--- src/rtl/muldiv_seq.sv ---
// Iterative unsigned mul/div/mod: shift-add multiply, restoring divide, one bit per cycle.
// Done strobe WIDTH cycles after acceptance; ready is low while an operation is running.
module muldiv_seq #(
  parameter int WIDTH = 32
) (
  input  logic             i_clk,
  input  logic             i_rst,
  input  logic             i_valid,
  input  logic [3:0]       i_ctl,
  input  logic [WIDTH-1:0] i_op1,
  input  logic [WIDTH-1:0] i_op2,
  output logic             o_ready,
  output logic             o_done,
  output logic [WIDTH-1:0] o_res
);

  // Opcode values mirror the processor's defs.v encodings
  localparam logic [3:0] ALU_MUL = 4'd10;
  localparam logic [3:0] ALU_DIV = 4'd11;
  localparam logic [3:0] ALU_MOD = 4'd12;
  localparam int CW = $clog2(WIDTH);

  typedef enum logic [1:0] {IDLE, RUN, DONE} state_t;

  state_t               state;
  logic [3:0]           ctl;
  logic [CW-1:0]        cnt;
  logic [2*WIDTH-1:0]   mcand;
  logic [2*WIDTH-1:0]   acc;
  logic [WIDTH-1:0]     mplier;
  logic [WIDTH-1:0]     dq;
  logic [WIDTH-1:0]     dvs;
  logic [WIDTH-1:0]     rem;
  logic                 done;
  logic [WIDTH-1:0]     res;

  logic                 legal;
  logic                 accept;
  logic [2*WIDTH-1:0]   acc_nxt;
  logic [WIDTH:0]       shifted;
  logic [WIDTH:0]       diff;
  logic                 qbit;
  logic [WIDTH-1:0]     rem_nxt;
  logic [WIDTH-1:0]     dq_nxt;
  logic [WIDTH-1:0]     result;

  assign legal   = (i_ctl == ALU_MUL) || (i_ctl == ALU_DIV) || (i_ctl == ALU_MOD);
  assign o_ready = (state != RUN);
  assign accept  = i_valid && o_ready && legal;
  assign o_done  = done;
  assign o_res   = res;

  // The WIDTH+1-bit trial difference carries the borrow that decides each quotient bit
  always_comb begin
    acc_nxt = mplier[0] ? acc + mcand : acc;
    shifted = {rem, dq[WIDTH-1]};
    diff    = shifted - {1'b0, dvs};
    qbit    = ~diff[WIDTH];
    rem_nxt = qbit ? diff[WIDTH-1:0] : shifted[WIDTH-1:0];
    dq_nxt  = {dq[WIDTH-2:0], qbit};
    if (ctl == ALU_MUL)      result = acc_nxt[WIDTH-1:0];
    else if (ctl == ALU_DIV) result = dq_nxt;
    else                     result = rem_nxt;
  end

  always_ff @(posedge i_clk) begin
    if (i_rst) begin
      state  <= IDLE;
      ctl    <= '0;
      cnt    <= '0;
      mcand  <= '0;
      acc    <= '0;
      mplier <= '0;
      dq     <= '0;
      dvs    <= '0;
      rem    <= '0;
      done   <= 1'b0;
      res    <= '0;
    end else begin
      done <= 1'b0;
      case (state)
        RUN: begin
          acc    <= acc_nxt;
          mcand  <= mcand << 1;
          mplier <= mplier >> 1;
          rem    <= rem_nxt;
          dq     <= dq_nxt;
          cnt    <= cnt - 1'b1;
          if (cnt == '0) begin
            res   <= result;
            done  <= 1'b1;
            state <= DONE;
          end
        end
        default: begin
          if (accept) begin
            ctl    <= i_ctl;
            mcand  <= {{WIDTH{1'b0}}, i_op1};
            mplier <= i_op2;
            dq     <= i_op1;
            dvs    <= i_op2;
            acc    <= '0;
            rem    <= '0;
            cnt    <= CW'(WIDTH - 1);
            state  <= RUN;
          end else begin
            state  <= IDLE;
          end
        end
      endcase
    end
  end

endmodule

--- config.mk ---
export PLATFORM = sky130hd
export DESIGN_NAME = muldiv_seq
export DESIGN_NICKNAME = d
export VERILOG_FILES = /design/src/rtl/muldiv_seq.sv
export SDC_FILE = /design/constraint.sdc
export NUM_CORES = 1
export LEC_CHECK = 0
export CORE_MARGIN = 2
export CORE_UTILIZATION = 30
export DETAILED_ROUTE_END_ITERATION = 16
export GPL_TIMING_DRIVEN = 0
export MAX_ROUTING_LAYER = met4
export SYNTH_ARGS = -nofsm -noshare
export SYNTH_HDL_FRONTEND = slang
export SYNTH_SLANG_ARGS = --single-unit
export TNS_END_PERCENT = 30
--- constraint.sdc ---
create_clock -name i_clk -period 4.1 [get_ports i_clk]
set_input_delay 0.82 -clock i_clk [delete_from_list [all_inputs] [get_ports i_clk]]
set_output_delay 0.82 -clock i_clk [all_outputs]
set_load 0.005 [all_outputs]
==> results of run 1 <==
-- worst reg2reg max path, stage by stage, from the launching register on --
cell       delay, ns
dfxtp_1         0.44
inv_1           0.08
ha_1            0.24
fa_1            0.41
nor2b_1         0.22
o2111ai_1       0.17
nand3_1         0.19
o211ai_1        0.19
a41o_1          0.29
nor3_4          0.39
clkbuf_1        0.50
mux2i_1         0.46
o22ai_1         0.15
-- routing by layer --
layer | GRT usage | up-vias | share of wire
met3 | 0.03515 | 123 | 0.069
li1 | - | 6391 | -
met2 | 0.3589 | 551 | 0.45
met1 | 0.2846 | 6357 | 0.43
met4 | 0.1090 | 0 | 0.049
met5 | - | - | 0
-- stage by stage --
stage,total power [mW],setup TNS (ns),util,instance area [um^2],std cells
finish,6.625,0,0.3670,15810,2466
global route,6.879,0,0.3670,15810,2466
CTS,6.628,0,0.3670,15810,2466
detailed placement,4.112,0,0.3457,14890,2416
global placement,4.109,-41.46,0.3453,14870,2415
floorplan,3.537,0,-,13100,1726
-- synthesized netlist by cell type (6+ instances only) --
cell type  count  share of area
xnor2_1       37          0.025
nor2b_1       15         0.0072
o221ai_1       7         0.0047
nor3_1        23         0.0088
inv_1         56          0.016
a22oi_1        8         0.0046
nand3_1       25         0.0096
nand2b_1      13         0.0062
a221oi_1       9         0.0060
a311oi_1      12         0.0080
dfxtp_1      236           0.36
a211o_1       11         0.0074
nand4_1       11         0.0053
a211oi_1      23          0.013
o21ai_0       83          0.032
o21a_1         6         0.0034
a21o_1        33          0.019
o21bai_1      11         0.0063
nand2_1      396           0.11
a21oi_1      137          0.052
xor2_1        19          0.013
ha_1          65          0.062
a31oi_1      110          0.053
nor2_1       137          0.039
o211ai_1      13         0.0074
buf_1          9         0.0026
clkbuf_1      92          0.026
o211a_1        6         0.0046
o31ai_1        7         0.0040
mux2i_1       36          0.028
-- cell families (layout without fill, tap and decap cells) --
| group | after synthesis | in the layout |
|---|---|---|
| compound gates | 518 | 518 |
| xor+xnor | 56 | 56 |
| fa+ha+maj | 67 | 67 |
| buf+inv | 163 | 318 |
| flops | 236 | 236 |
| mux | 39 | 39 |
| simple gates | 647 | 647 |
-- area by class of cell --
class	count	share of cell area
clock buffer	36	0.04804
buffer	106	0.02572
inverter	57	0.01353
tap	585	0.04630
timing repair buffer	105	0.06656
sequential	236	0.2989
multi-input combinational	1327	0.4909
clock inverter	14	0.01005
-- layout by cell type, fill, tap and decap left out, types with 5 or more instances in the layout --
cell type,n
o21ai_0,83
nor2_1,137
or3_1,5
and3_1,5
clkbuf_16,27
nor2b_1,15
a31oi_1,110
clkbuf_1,96
a211o_1,11
o21bai_1,11
a21oi_1,137
nand4_1,11
o221ai_1,7
nor3_1,22
nor4_1,5
o211a_1,6
nand3_1,25
a2111oi_0,5
o31ai_1,7
clkdlybuf4s50_1,104
a22oi_1,8
a211oi_1,23
mux2i_1,36
o211ai_1,13
buf_1,9
inv_1,56
nand2_1,396
o21a_1,6
a21o_1,33
clkbuf_8,5
ha_1,65
clkinv_2,7
xnor2_1,37
nand2b_1,13
a221oi_1,9
xor2_1,19
dfxtp_1,236
a311oi_1,12
-- power by group --
part	switching, mW	internal, mW
Combinational	1.05	0.614
Clock	1.03	1.49
Sequential	0.0692	2.37
Total	2.15	4.47
-- sequential cells by signal (all words and copies together) (netlist names) --
register / cells
mcand: 32
acc: 32
state: 2
cnt: 5
mplier: 32
dvs: 32
dq: 32
o_done: 1
ctl: 4
rem: 32
o_res: 32
-- final timing paths --
| path | startpoint | slack [ns] | endpoint |
|---|---|---|---|
| setup / recovery | dq[31]$_SDFFE_PP0P_ | 0.21 | rem[20]$_SDFFE_PP0P_ |
| hold / removal | dvs[13]$_SDFFE_PP0P_ | 0.46 | dvs[13]$_SDFFE_PP0P_ |
| setup reg to reg | dq[31]$_SDFFE_PP0P_ | 0.21 | rem[20]$_SDFFE_PP0P_ |
| hold reg to reg | dvs[13]$_SDFFE_PP0P_ | 0.46 | dvs[13]$_SDFFE_PP0P_ |
==> flow_summary.toml, run 1 <==
[power]
p_leak_nw = 5.848
ir_drop_uv = 259.3
p_per_area_nw_per_um2 = 419.1

[clock_network]
hold_buffers = 0
cts_resized = 0
clock_path_buffers = 3
cts_buffers = 27
cts_tree = "built"
htree_levels = 1
insertion_delay_ns = 0.56
cts_root_buffer = "clkbuf_16"
clk_pin_slew_ns = 0.07
post-cts-setup-buffers = 0
cts.sinks = 236

[final_layout]
multiInputGateArea_um2 = 7761
regArea_um2 = 4725
antenna_cells = 0
drive_gt1_frac = 0.03775
syn_to_final_growth_pct = 20.67
fin_nets = 1998
fillers = 4494

[worst_setup_path]
path_class = "flip-flop to flip-flop"
cp_cell_sequence = "inv_1 > ha_1 > fa_1 > nor2b_1 > o2111ai_1 > nand3_1 > o211ai_1 > a41o_1 > nor3_4 > clkbuf_1 > mux2i_1 > o22ai_1"
cp_slowest_cell = "clkbuf_1"
critPathLaunchType = "flip-flop"
worst-path-buf-inv = 2
rr_worst_depth = 12
arrival_ns = 4.30
critPathRequiredTime_ns = 4.52
critical_path_cell_count = 12
crit_fanout = 10
cp_slowest_stage_delay_ns = 0.50
cp_top_family = "simple AND/OR/NAND/NOR gates"
end_kind = "flip-flop"

[global_route]
grt_pass1_vias = 12870
grt_pass1_wl_mm = 76.26
antenna_found_initial = 0
grt_max_degree = 14
grt_use_total = 0.2274
grt_remaining_overflow = 0

[timing]
setup_viol = 0
fin_skew_ns = 0.01045
max_slew_margin = 0.1571
rsz0062_at_grt = "false"
fmax_ghz = 0.2573
drv_slew = 0
fin_hold_ws_ns = 0.4552
hold_viol = 0
layout_min_cycle_time_ns = 3.886
fin_ws_ns = 0.2136
worstMarginPinSlew_ns = 1.264
finalCritPeriodShare = 0.9479

[route]
via_count = 13420
wl_mm = 50.19
dr.pass1.iters = 7
drt-initial-drc-count = 1283
routedWlPerCell_um = 20.35
viasPerCell = 5.443
drc = 0
postRouteAntennaNets = 0

[die]
start_util = 0.3041
die_w_um = 213.0
die_y_um = 213.0
design.core.area_um2 = 43080
pin_count = 105
std_cell_rows = 76
die_area_um2 = 45360

[yosys]
ys_seq_area_frac = 0.3606
synth-compound-area-share = 0.2557
synth_flop_cell = "dfxtp_1"
syn_avg_cell_area_um2 = 7.591
synth_top_family_by_area = "compound AO/OA/AOI/OAI gates"
synth_cell_types = 66
synthXorXnorAreaFrac = 0.03744
synth.area.mux_share = 0.03008
synth_edf_count = 0
synth_simple_gate_area_frac = 0.2037
synth_seq_cells = 236
syn_nets = 1864
async_flop_share = 0
synth_warnings = 0
synthCells = 1726
syn-cell-area_um2 = 13100
synth_fa_ha_area_frac = 0.06513

[status]
status = "finished clean"

[placement]
place_congestion = 0.9778
port_buffers = 104
dp_hpwl_mm = 39.30
pre_cts_ws_ns = 0.1202

[hold_path]
hp-class = "flip-flop to flip-flop"
hold_depth = 2

[job]
drv_cap = 0
(Power assumes the default switching activity.)
==> run 2: changes to the inputs <==
--- a/config.mk
+++ b/config.mk
@@ -8,6 +8,7 @@
 export CORE_MARGIN = 2
 export CORE_UTILIZATION = 30
 export DETAILED_ROUTE_END_ITERATION = 16
+export DONT_BUFFER_PORTS = 1
 export GPL_TIMING_DRIVEN = 0
 export MAX_ROUTING_LAYER = met4
 export SYNTH_ARGS = -nofsm -noshare
==> run 2 against run 1 <==
Net effect:
- global-route usage is 0.42 points lower
- highest routed layer unchanged
- clock power decreased by 12%
- largest cell class unchanged
- worst hold slack got worse by 0.026 ns
- sequential power about the same
- setup slack better by 0.0092 ns
- non-clock buffer count is 104 lower
- critical path type unchanged
- critical endpoint is now o_res[10]$_SDFFE_PP0P_
- critical path depth rose by 2
==> flow_summary.toml, run 2 (synthesis gave the netlist of run 1 again) <==
[die]
die_y_um = 213.0
pin_count = 105
design.core.area_um2 = 43080
start_util = 0.3041
die_area_um2 = 45360
std_cell_rows = 76
die_w_um = 213.0

[clock_network]
cts.sinks = 236
cts_tree = "built"
htree_levels = 1
cts_resized = 0
cts_root_buffer = "clkbuf_16"
post-cts-setup-buffers = 0
clock_path_buffers = 3
insertion_delay_ns = 0.56
clk_pin_slew_ns = 0.06
cts_buffers = 27
hold_buffers = 0

[job]
drv_cap = 0

[placement]
place_congestion = 0.9596
port_buffers = 0
dp_hpwl_mm = 39.28

[status]
status = "finished clean"

[worst_setup_path]
cp_slowest_cell = "dfxtp_1"
crit_fanout = 10
r2r_start = "dq[31]$_SDFFE_PP0P_"
cp-startpoint = "dq[31]$_SDFFE_PP0P_"
cp-endpoint = "o_res[10]$_SDFFE_PP0P_"
arrival_ns = 4.27
cp_cell_sequence = "inv_1 > ha_1 > fa_1 > nor2b_1 > o2111ai_1 > nand3_1 > o211ai_1 > a41o_1 > nor3_4 > buf_4 > mux2i_1 > o22ai_1 > nand2_1 > a21oi_1"
rr_worst_depth = 14
rr_endpoint = "o_res[10]$_SDFFE_PP0P_"
end_kind = "flip-flop"
ff2ff_setup_slack_ns = 0.22
critPathLaunchType = "flip-flop"
cp_slowest_stage_delay_ns = 0.43
path_class = "flip-flop to flip-flop"
critPathRequiredTime_ns = 4.50

[hold_path]
hp-class = "primary input to flip-flop"

[route]
via_count = 13010
routedWlPerCell_um = 21.23
viasPerCell = 5.519
wl_mm = 50.04
drt-initial-drc-count = 1287
dr.pass1.iters = 5
postRouteAntennaNets = 0
drc = 0

[final_layout]
layout_common_cells = "396 x nand2_1, 236 x dfxtp_1, 137 x nor2_1, 137 x a21oi_1, 110 x a31oi_1"
final_common_cell = "nand2_1"
drive_gt1_frac = 0.03503
postLayoutCoreUtil = 0.3398
fin_nets = 1894
fillers = 4579
syn_to_final_growth_pct = 11.73

[timing]
fin_hold_ws_ns = 0.4289
layout_min_cycle_time_ns = 3.877
rsz0062_at_grt = "false"
finalCritPeriodShare = 0.9457
worstMarginPinSlew_ns = 1.092
hold_viol = 0
fin_skew_ns = 0.01997
setup_viol = 0
fmax_ghz = 0.2579
drv_slew = 0
max_slew_margin = 0.2720

[global_route]
grt_use_total = 0.2232
grt_pass1_vias = 12100
grt_pass1_wl_mm = 74.44
antenna_found_initial = 2
grt_max_degree = 13
grt_remaining_overflow = 0

[power]
p_sw_mw = 2.086
p_clk_frac = 0.358
ir_drop_uv = 286.2
p_leak_nw = 5.382
p_per_area_nw_per_um2 = 426.5
internal_power_mw = 4.156
combPwrFrac = 0.251
switching_share = 0.3342
pwr-share-seq = 0.391
## run 2: final cells by class
cell class	count	area, um^2	area share
Antenna cell	2	5.005	0.0003419
Multi-Input combinational cell	1327	7761	0.5302
Sequential cell	236	4725	0.3228
Clock inverter	7	43.79	0.002992
Timing Repair Buffer	1	11.26	0.0007693
Inverter	57	214.0	0.01462
Tap cell	585	732.0	0.05000
Buffer	106	406.6	0.02778
Clock buffer	36	739.5	0.05052
## run 2: layer usage
metal  wire length, um  share of wire  global-route usage
met5                 0              0                   -
met4              1634          0.033             0.07017
met3              4086          0.082             0.03648
met2             23290           0.47              0.3648
met1             21030           0.42              0.2818
## run 2: power by group through the flow
stage | sequential, mW | combinational, mW | clock (mW)
final | 2.44 | 1.57 | 2.23
after global routing | 2.45 | 1.68 | 2.35
after CTS | 2.44 | 1.54 | 2.26
after detailed placement | 2.49 | 1.52 | 0
after global placement | 2.49 | 1.52 | 0
after floorplan | 2.46 | 1.08 | 0
## run 2: worst min path at each step
stage	cells after the start	start	end	slack, ns
floorplan	2	dvs[10]$_SDFFE_PP0P_	dvs[10]$_SDFFE_PP0P_	0.44
global placement	2	dvs[6]$_SDFFE_PP0P_	dvs[6]$_SDFFE_PP0P_	0.45
detailed placement	2	dvs[25]$_SDFFE_PP0P_	dvs[25]$_SDFFE_PP0P_	0.45
CTS	2	i_ctl[0]	ctl[0]$_SDFFE_PP0P_	0.41
global route	2	i_ctl[0]	ctl[0]$_SDFFE_PP0P_	0.42
finish	2	i_ctl[0]	ctl[0]$_SDFFE_PP0P_	0.43
## run 2: per-stage QoR
step	setup WS, ns	area, um^2	power [mW]	instances	setup TNS [ns]
after floorplan	1.139	13100	3.537	1726	0
after global placement	-0.2167	13830	4.006	2311	-4.288
after detailed placement	0.3291	13850	4.011	2312	0
after CTS	0.2846	14630	6.235	2355	0
after global routing	0.08851	14640	6.476	2357	0
final	0.2227	14640	6.243	2357	0
## run 2: worst max-delay path, delay by kind of cell, from the launching register on
| family | cells | cell delay (ns) |
|---|---|---|
| adder cells (fa/ha/maj) | 2 | 0.63 |
| flip-flops | 1 | 0.43 |
| AND/OR/NAND/NOR | 4 | 0.91 |
| multiplexers | 1 | 0.39 |
| buffers and inverters | 2 | 0.39 |
| AO/OA/AOI/OAI | 5 | 0.96 |
